### config.mk
export PLATFORM = sky130hd
export DESIGN_NAME = if_fetch_unit
export DESIGN_NICKNAME = d
export VERILOG_FILES = /design/src/rtl/if_fetch_pkg.sv /design/src/rtl/if_fetch_buf.sv /design/src/rtl/if_fetch_unit.sv
export SDC_FILE = /design/constraint.sdc
export NUM_CORES = 1
export LEC_CHECK = 0
export ABC_CLOCK_PERIOD_IN_PS = 3600
export CORE_MARGIN = 2
export CORE_UTILIZATION = 44
export CTS_BUF_LIST = sky130_fd_sc_hd__clkbuf_16
export DETAILED_ROUTE_END_ITERATION = 10
export MAX_ROUTING_LAYER = met4
export PLACE_DENSITY = 0.77
export SETUP_SLACK_MARGIN = 0.05
export SKIP_LAST_GASP = 1
export SLEW_MARGIN = 20
export SYNTH_ARGS = -nofsm -noshare
export SYNTH_HDL_FRONTEND = slang
export SYNTH_SLANG_ARGS = --single-unit
### constraint.sdc
create_clock -name clk -period 3.6 [get_ports clk]
set_input_delay 1.08 -clock clk [delete_from_list [all_inputs] [get_ports clk]]
set_output_delay 1.08 -clock clk [all_outputs]
set_load 0.03 [all_outputs]
### src/rtl/if_fetch_pkg.sv
// Shared types and constants for the instruction-fetch front end.
// Holds the redirect priority encoding and the word-alignment helper.
package if_fetch_pkg;

    localparam logic [31:0] NOP_INSTR        = 32'h0000_0000;
    localparam logic [31:0] RESET_PC_DEFAULT = 32'h0000_0000;

    typedef enum logic [2:0] {
        REDIR_NONE = 3'd0,
        REDIR_TRAP = 3'd1,
        REDIR_MRET = 3'd2,
        REDIR_BR   = 3'd3,
        REDIR_WFI  = 3'd4
    } redir_e;

    typedef enum logic [0:0] {
        ST_RUN   = 1'b0,
        ST_SLEEP = 1'b1
    } fetch_state_e;

    // Highest-priority control event wins: trap > MRET > flush > WFI.
    function automatic redir_e redir_select(input logic trap, input logic mret,
                                            input logic flush, input logic wfi);
        redir_e r;
        if (trap) begin
            r = REDIR_TRAP;
        end else if (mret) begin
            r = REDIR_MRET;
        end else if (flush) begin
            r = REDIR_BR;
        end else if (wfi) begin
            r = REDIR_WFI;
        end else begin
            r = REDIR_NONE;
        end
        return r;
    endfunction

    function automatic logic [31:0] word_align(input logic [31:0] a);
        return {a[31:2], 2'b00};
    endfunction

endpackage

### src/rtl/if_fetch_buf.sv
// In-order fetch buffer: slots are allocated at grant, filled in order by
// responses, and popped from the head. A fill landing on the head bypasses.
module if_fetch_buf
    import if_fetch_pkg::*;
#(
    parameter int DEPTH = 2,
    parameter int CW    = $clog2(DEPTH) + 1
) (
    input  logic          clk,
    input  logic          rst_n,
    input  logic          clear,
    input  logic          alloc,
    input  logic [31:0]   alloc_pc,
    input  logic          fill,
    input  logic [31:0]   fill_data,
    input  logic          pop,
    output logic          head_valid,
    output logic [31:0]   head_pc,
    output logic [31:0]   head_instr,
    output logic [CW-1:0] filled_cnt
);

    localparam int PW = $clog2(DEPTH);

    logic [31:0]      pc_q    [DEPTH];
    logic [31:0]      pc_d    [DEPTH];
    logic [31:0]      instr_q [DEPTH];
    logic [31:0]      instr_d [DEPTH];
    logic [DEPTH-1:0] valid_q, valid_d;
    logic [DEPTH-1:0] filled_q, filled_d;
    logic [PW-1:0]    rd_ptr_q, rd_ptr_d;
    logic [PW-1:0]    wr_ptr_q, wr_ptr_d;
    logic [PW-1:0]    fill_ptr_q, fill_ptr_d;
    logic [CW-1:0]    cnt_q, cnt_d;
    logic             fill_hits_head_s;

    // Head view, including same-cycle bypass of a response filling the head.
    always_comb begin
        fill_hits_head_s = fill && valid_q[rd_ptr_q] && !filled_q[rd_ptr_q]
                           && (fill_ptr_q == rd_ptr_q);
        head_valid = valid_q[rd_ptr_q] && (filled_q[rd_ptr_q] || fill_hits_head_s);
        head_pc    = pc_q[rd_ptr_q];
        if (filled_q[rd_ptr_q]) begin
            head_instr = instr_q[rd_ptr_q];
        end else begin
            head_instr = fill_data;
        end
        filled_cnt = cnt_q;
    end

    // Slot bookkeeping; pop is applied last so a bypassed head is freed.
    always_comb begin
        pc_d       = pc_q;
        instr_d    = instr_q;
        valid_d    = valid_q;
        filled_d   = filled_q;
        rd_ptr_d   = rd_ptr_q;
        wr_ptr_d   = wr_ptr_q;
        fill_ptr_d = fill_ptr_q;
        cnt_d      = cnt_q;
        if (clear) begin
            valid_d    = {DEPTH{1'b0}};
            filled_d   = {DEPTH{1'b0}};
            rd_ptr_d   = {PW{1'b0}};
            wr_ptr_d   = {PW{1'b0}};
            fill_ptr_d = {PW{1'b0}};
            cnt_d      = {CW{1'b0}};
        end else begin
            if (alloc) begin
                pc_d[wr_ptr_q]     = alloc_pc;
                valid_d[wr_ptr_q]  = 1'b1;
                filled_d[wr_ptr_q] = 1'b0;
                wr_ptr_d           = wr_ptr_q + PW'(1);
            end else begin
                wr_ptr_d = wr_ptr_q;
            end
            if (fill) begin
                instr_d[fill_ptr_q]  = fill_data;
                filled_d[fill_ptr_q] = 1'b1;
                fill_ptr_d           = fill_ptr_q + PW'(1);
            end else begin
                fill_ptr_d = fill_ptr_q;
            end
            if (pop) begin
                valid_d[rd_ptr_q]  = 1'b0;
                filled_d[rd_ptr_q] = 1'b0;
                rd_ptr_d           = rd_ptr_q + PW'(1);
            end else begin
                rd_ptr_d = rd_ptr_q;
            end
            cnt_d = cnt_q + CW'(fill) - CW'(pop);
        end
    end

    // Buffer state registers.
    always_ff @(posedge clk or negedge rst_n) begin
        if (!rst_n) begin
            for (int i = 0; i < DEPTH; i++) begin
                pc_q[i]    <= 32'h0000_0000;
                instr_q[i] <= NOP_INSTR;
            end
            valid_q    <= {DEPTH{1'b0}};
            filled_q   <= {DEPTH{1'b0}};
            rd_ptr_q   <= {PW{1'b0}};
            wr_ptr_q   <= {PW{1'b0}};
            fill_ptr_q <= {PW{1'b0}};
            cnt_q      <= {CW{1'b0}};
        end else begin
            pc_q       <= pc_d;
            instr_q    <= instr_d;
            valid_q    <= valid_d;
            filled_q   <= filled_d;
            rd_ptr_q   <= rd_ptr_d;
            wr_ptr_q   <= wr_ptr_d;
            fill_ptr_q <= fill_ptr_d;
            cnt_q      <= cnt_d;
        end
    end

endmodule

### src/rtl/if_fetch_unit.sv
// Instruction-fetch front end: PC generation, req/gnt + in-order response
// handling, redirects (trap/MRET/flush/WFI) with stale-response dropping.
module if_fetch_unit
    import if_fetch_pkg::*;
#(
    parameter logic [31:0] RESET_PC = RESET_PC_DEFAULT,
    parameter int          DEPTH    = 2
) (
    input  logic        clk,
    input  logic        rst,
    output logic        imem_req,
    output logic [31:0] imem_addr,
    input  logic        imem_gnt,
    input  logic        imem_rvalid,
    input  logic [31:0] imem_rdata,
    input  logic        stall,
    input  logic        flush,
    input  logic [31:0] br_target,
    input  logic        MRET,
    input  logic [31:0] mepc,
    input  logic        trap,
    input  logic [31:0] mtvec,
    input  logic        WFI,
    input  logic [31:0] wfi_pc,
    input  logic        irq_pending,
    output logic [31:0] PC_out,
    output logic [31:0] instruction_out,
    output logic        waiting
);

    localparam int CW = $clog2(DEPTH) + 1;

    fetch_state_e  state_q, state_d;
    logic [31:0]   fetch_pc_q, fetch_pc_d;
    logic [CW-1:0] out_q, out_d;
    logic [CW-1:0] drop_q, drop_d;

    redir_e        redir_s;
    logic          redir_act_s;
    logic [31:0]   redir_tgt_s;
    logic [CW-1:0] filled_cnt_s;
    logic [CW-1:0] occ_s;
    logic          req_s, grant_s, rsp_any_s, rsp_drop_s, rsp_fill_s, pop_s, show_s;
    logic          head_valid_s;
    logic [31:0]   head_pc_s, head_instr_s;

    // Redirect selection and target.
    always_comb begin
        redir_s     = redir_select(trap, MRET, flush, WFI);
        redir_act_s = (redir_s != REDIR_NONE);
        case (redir_s)
            REDIR_TRAP: redir_tgt_s = word_align(mtvec);
            REDIR_MRET: redir_tgt_s = word_align(mepc);
            REDIR_BR:   redir_tgt_s = word_align(br_target);
            REDIR_WFI:  redir_tgt_s = word_align(wfi_pc);
            default:    redir_tgt_s = fetch_pc_q;
        endcase
    end

    // Handshake decode; rst gates req so nothing is requested while held in reset.
    always_comb begin
        occ_s      = filled_cnt_s + out_q;
        req_s      = rst && (state_q == ST_RUN) && !redir_act_s && (occ_s < CW'(DEPTH));
        grant_s    = req_s && imem_gnt;
        rsp_any_s  = imem_rvalid && ((drop_q != CW'(0)) || (out_q != CW'(0)));
        rsp_drop_s = imem_rvalid && (drop_q != CW'(0));
        rsp_fill_s = imem_rvalid && (drop_q == CW'(0)) && (out_q != CW'(0)) && !redir_act_s;
        show_s     = head_valid_s && (state_q == ST_RUN);
        pop_s      = show_s && !stall && !redir_act_s;
    end

    // Next-state: redirect overrides normal issue/response bookkeeping.
    always_comb begin
        state_d    = state_q;
        fetch_pc_d = fetch_pc_q;
        out_d      = out_q;
        drop_d     = drop_q;
        if (redir_act_s) begin
            fetch_pc_d = redir_tgt_s;
            out_d      = CW'(0);
            drop_d     = drop_q + out_q - CW'(rsp_any_s);
            if (redir_s == REDIR_WFI) begin
                state_d = ST_SLEEP;
            end else begin
                state_d = ST_RUN;
            end
        end else begin
            if (grant_s) begin
                fetch_pc_d = fetch_pc_q + 32'd4;
            end else begin
                fetch_pc_d = fetch_pc_q;
            end
            if (rsp_drop_s) begin
                drop_d = drop_q - CW'(1);
            end else begin
                drop_d = drop_q;
            end
            out_d = out_q + CW'(grant_s) - CW'(rsp_fill_s);
            if ((state_q == ST_SLEEP) && irq_pending) begin
                state_d = ST_RUN;
            end else begin
                state_d = state_q;
            end
        end
    end

    // Control registers.
    always_ff @(posedge clk or negedge rst) begin
        if (!rst) begin
            state_q    <= ST_RUN;
            fetch_pc_q <= RESET_PC;
            out_q      <= {CW{1'b0}};
            drop_q     <= {CW{1'b0}};
        end else begin
            state_q    <= state_d;
            fetch_pc_q <= fetch_pc_d;
            out_q      <= out_d;
            drop_q     <= drop_d;
        end
    end

    if_fetch_buf #(.DEPTH(DEPTH), .CW(CW)) u_buf (
        .clk        (clk),
        .rst_n      (rst),
        .clear      (redir_act_s),
        .alloc      (grant_s),
        .alloc_pc   (fetch_pc_q),
        .fill       (rsp_fill_s),
        .fill_data  (imem_rdata),
        .pop        (pop_s),
        .head_valid (head_valid_s),
        .head_pc    (head_pc_s),
        .head_instr (head_instr_s),
        .filled_cnt (filled_cnt_s)
    );

    // IF/ID-facing outputs are zero whenever no valid instruction is presented.
    always_comb begin
        imem_req  = req_s;
        imem_addr = fetch_pc_q;
        waiting   = !show_s;
        if (show_s) begin
            PC_out          = head_pc_s;
            instruction_out = head_instr_s;
        end else begin
            PC_out          = 32'h0000_0000;
            instruction_out = NOP_INSTR;
        end
    end

endmodule

==> results.txt <==
----------------------------------------------------
[Run status]
  Status ... finished, violations left
  Violations in the final reports ... negative setup slack

[Placed design]
  RD Place Congestion ... ~0.90
  Inst Count DP ... 1385
  Post-placement worst setup slack ... -0.7477 ns
  Post-Place Cell Area ... around 13000 sq um
  Half-perimeter wire length after placement ... 20400 microns
  Count of buffers from port buffering ... about 260

[Timing]
  Transition time at the pin with the least slew margin ... about 0.9 ns
  Number of pins exceeding their max-slew limit in the final report ... 0
  Final Skew ... around 0.011 ns
  Setup-violating endpoint count in the final report ... 63
  Final worst setup slack ... -0.3013 ns
  Worst slew margin relative to its limit ... 0.4011
  Post-route minimum period ... approximately 4 ns
  Post-route fraction of the period consumed by the critical path ... 1.084
  Top achievable clock speed ... 256.3 MHz
  Final hold violation count ... 0
  Unrepaired setup endpoints after global routing ... yes

[Die]
  Die boundary width ... between 150 and 200 microns
  Starting utilization of the core area ... 0.4497
  Die outline area ... around 23000 sq um
  Number of placement rows ... 53
  Standard cell core area ... 21090 sq um
  Top-level I/O count ... about 270
  Vert. Die Dim ... 150.8 microns

[Clock network]
  Clock latency on the worst-skew pair ... about 0.43 ns
  CTS Buf Count ... 17
  Worst-path clk slew ... approximately 0.06 ns
  Clock sink total ... 168
  Clock Tree Buf Depth ... 2
  Root buffer cell ... sky130_fd_sc_hd__clkbuf_16
  Maximum level of the CTS H-tree ... 4
  TritonCTS clock tree ... done
  CTS hold repair buffers ... 0

[Yosys]
  Cell type with the largest total area after synthesis ... sky130_fd_sc_hd__dfrtp_1
  Dominant combinational cell family by area after synthesis ... multiplexers
  Synth Cell Area ... 9483 sq um
  Per-instance average area after synthesis ... approximately 11 sq um
  YS warnings ... 0
  FFs w/ async S/R, synth ... 1.000
  Post-Synthesis Cells ... between 800 and 900
  Share of Yosys cell area claimed by the top area cell type ... 0.4433
  Dominant cell by count in the synthesized netlist ... sky130_fd_sc_hd__dfrtp_1
  Number of enable flip-flop cells after synthesis ... 0
  Synthesized-area fraction occupied by ao, oa, aoi and oai cells ... 0.1513
  Share of synthesized cell area in and, or, nand and nor gates ... 0.1213
  Post-synthesis share of cell area spent on xor and xnor gates ... 0.01953
  Part of the Yosys area used for sequential elements ... 0.4433
  Most frequently used flop master after synthesis ... sky130_fd_sc_hd__dfrtp_1
  Unique masters post-synth ... a little under 70
  Register bit total from synthesis ... 168
  Mux contribution to synthesized area ... 0.2110
  Largest cells by area after synthesis ... sky130_fd_sc_hd__dfrtp_1 44%, sky130_fd_sc_hd__mux2_2 14%, sky130_fd_sc_hd__mux2i_1 7.0%
  Synthesized-area fraction occupied by adder cells ... 0.01056
  Commonest cells post-synth ... 168 x sky130_fd_sc_hd__dfrtp_1, 119 x sky130_fd_sc_hd__mux2_2, 84 x sky130_fd_sc_hd__nor2_1, 66 x sky130_fd_sc_hd__mux2i_1, 41 x sky130_fd_sc_hd__nand2_1

[Global route]
  Number of global-route vias before repair ... between 8000 and 9000
  First-pass GRT wire length ... 44730 microns
  Total track usage ... 0.2652
  Remaining Overflow, GRT ... 0
  Largest net degree at the start of global routing ... approximately 170
  Number of antenna violations at the first check in global routing ... 0

[Cells and area]
  Post-layout utilization of the core ... 0.6677
  Fraction of final layout cells with drive strength greater than 1 ... 0.3128
  Number of nets in the layout ... around 1300
  Synthesis-to-finish area growth ... 48.49%
  Post-route cell area ... around 14000 sq um
  Final standard cell count with taps included and fillers excluded ... around 1400
  Antenna diodes ... 0

[Drt]
  Post-detailed-route wirelength per cell ... between 20 and 25 microns
  Drt first-iter violations ... 465
  Number of vias per cell after detailed routing ... between 5 and 6
  Final ANT Viol Nets ... 0
  Total number of vias ... 8160
  DRC violations left ... 0
  Overall routed net length ... about 29000 microns
  Iteration count of the initial detailed-routing pass ... 5

[Flow run]
  Max_cap viols ... 0

[Worst setup path]
  Startpoint-to-endpoint class of the critical path ... in -> out
  Critical Path RT ... ~2.5 ns
  Kind of launch point of the worst setup path ... input pin
  Maximum fanout count along the critical path ... 13
  Reg2reg path depth ... 15
  CP max stage delay ... approximately 0.59 ns
  Destination of the worst register-to-register timing path ... u_buf.filled_cnt[1]$_DFF_PN0_
  Critical path arrival ... 2.82 ns
  Buffers and inverters on the worst path ... 4
  Worst flop-to-flop path startpoint ... drop_q[0]$_DFFE_PN0P_
  CP Capture Type ... output port
  Chain of cells forming the critical path ... buf_6 > or4_4 > nor4_4 > o21ai_4 > buf_12 > buf_12 > a211oi_4 > buf_6
  Cell with the largest stage delay on the worst path ... sky130_fd_sc_hd__or4_4
  R2R setup slack ... roughly 0.65 ns
  Top delay family on crit path ... simple AND/OR/NAND/NOR gates

[Power]
  Comb power frac ... 0.185
  Total chip power ... approximately 5.0 mW
  Max IR drop VDD ... between 300 and 400 uV
  Share of total power in the clock network ... 0.383
  Power per Cell Area ... ~350 nW/um^2
  Leak Pwr ... 5.733 nW
  Part of the power in registers ... 0.432
  Switching Share ... 0.2846
  Net load switching power ... around 1.4 mW
  Cell internal pwr ... roughly 3.6 mW

[Min path]
  Hold EP ... u_buf.pc_q[36]$_DFFE_PN0P_
  Worst min-delay path category ... reg -> reg
  Origin of the worst min-delay path ... u_buf.pc_q[36]$_DFFE_PN0P_
  Cell depth of the worst hold path ... 2

----------------------------------------------------
layout by cell type (no fill, tap or decap), types with 26 or more instances in the layout:
cell	n
sky130_fd_sc_hd__a211oi_4	31
sky130_fd_sc_hd__a21oi_1	26
sky130_fd_sc_hd__buf_4	33
sky130_fd_sc_hd__buf_6	66
sky130_fd_sc_hd__clkdlybuf4s50_1	185
sky130_fd_sc_hd__dfrtp_1	167
sky130_fd_sc_hd__mux2_2	118
sky130_fd_sc_hd__mux2i_1	66
sky130_fd_sc_hd__nand2_1	41
sky130_fd_sc_hd__nor2_1	54
sky130_fd_sc_hd__nor2_4	30
sky130_fd_sc_hd__o21ai_0	27
power groups by stage:
stage	clock (mW)	sequential, mW	combinational [mW]
2_1_floorplan	0	2.21	0.411
3_3_place_gp	0	2.17	0.902
3_5_place_dp	0	2.18	0.920
4_1_cts	1.94	2.15	0.924
5_1_grt	2.01	2.17	1.00
6_report	1.91	2.15	0.921
repair_timing:
item                                    4_1_cts  5_1_grt
gates cloned                                  5        1
hold endpoints to repair                      0        0
endpoints found under the setup margin       65       64
buffers inserted                              6        6
resized for setup                            92        9
pin swaps                                     8       10
sequential cells by signal, indices dropped and copies added, names as in the netlist:
name,flops
drop_q,2
imem_addr,30
out_q,2
state_q,1
u_buf.fill_ptr_q,1
u_buf.filled_cnt,2
u_buf.filled_q,2
u_buf.instr_q,64
u_buf.pc_q,60
u_buf.rd_ptr_q,1
u_buf.valid_q,2
u_buf.wr_ptr_q,1
metal layers:
metal	vias up	global-route usage	wire length (microns)	part of all wire
li1	3766	-	-	-
met1	4036	0.3260	11760	0.41
met2	316	0.4400	14580	0.50
met3	42	0.05663	1958	0.068
met4	0	0.08411	707	0.024
met5	-	-	0	0
worst max path at each step:
stage	startpoint	to	cells after the start	slack (ns)
5_1_grt	WFI	instruction_out[1]	8	-0.35
3_5_place_dp	trap	instruction_out[13]	7	-0.75
4_1_cts	flush	instruction_out[0]	9	-0.42
2_1_floorplan	flush	instruction_out[23]	7	-0.19
3_3_place_gp	trap	PC_out[15]	8	-0.73
6_report	WFI	instruction_out[10]	8	-0.30
layout make-up:
type	instances	area, sq um
Clock buffer	17	425.4
Clock inverter	14	191.4
Fill cell	1591	7007
Inverter	16	60.06
Multi-Input combinational cell	630	5520
Sequential cell	168	4208
Tap cell	275	344.1
Timing Repair Buffer	309	3332
worst min-delay path, stage by stage, from the launching register on:
cell                      delay [ns]
sky130_fd_sc_hd__dfrtp_1        0.34
sky130_fd_sc_hd__nand2_1        0.05
sky130_fd_sc_hd__o21ai_0        0.06
through the flow:
| stage | setup TNS, ns | hold WS (ns) |
|---|---|---|
| 3_3_place_gp | -43.84 | 0.4610 |
| 4_1_cts | -19.06 | 0.4883 |
| 5_1_grt | -18.90 | 0.5153 |
| 6_report | -16.10 | 0.4849 |
| 3_5_place_dp | -44.93 | 0.4731 |
| 2_1_floorplan | -6.915 | 0.4475 |
cell families (layout without fill, tap and decap cells):
group | Yosys count | after routing
other cells | 1 | 4
flops | 168 | 168
buf+inv | 85 | 356
xor+xnor | 16 | 16
compound gates | 196 | 196
mux | 185 | 185
fa+ha+maj | 8 | 8
simple gates | 221 | 221
Power figures use the tool's default switching activity.
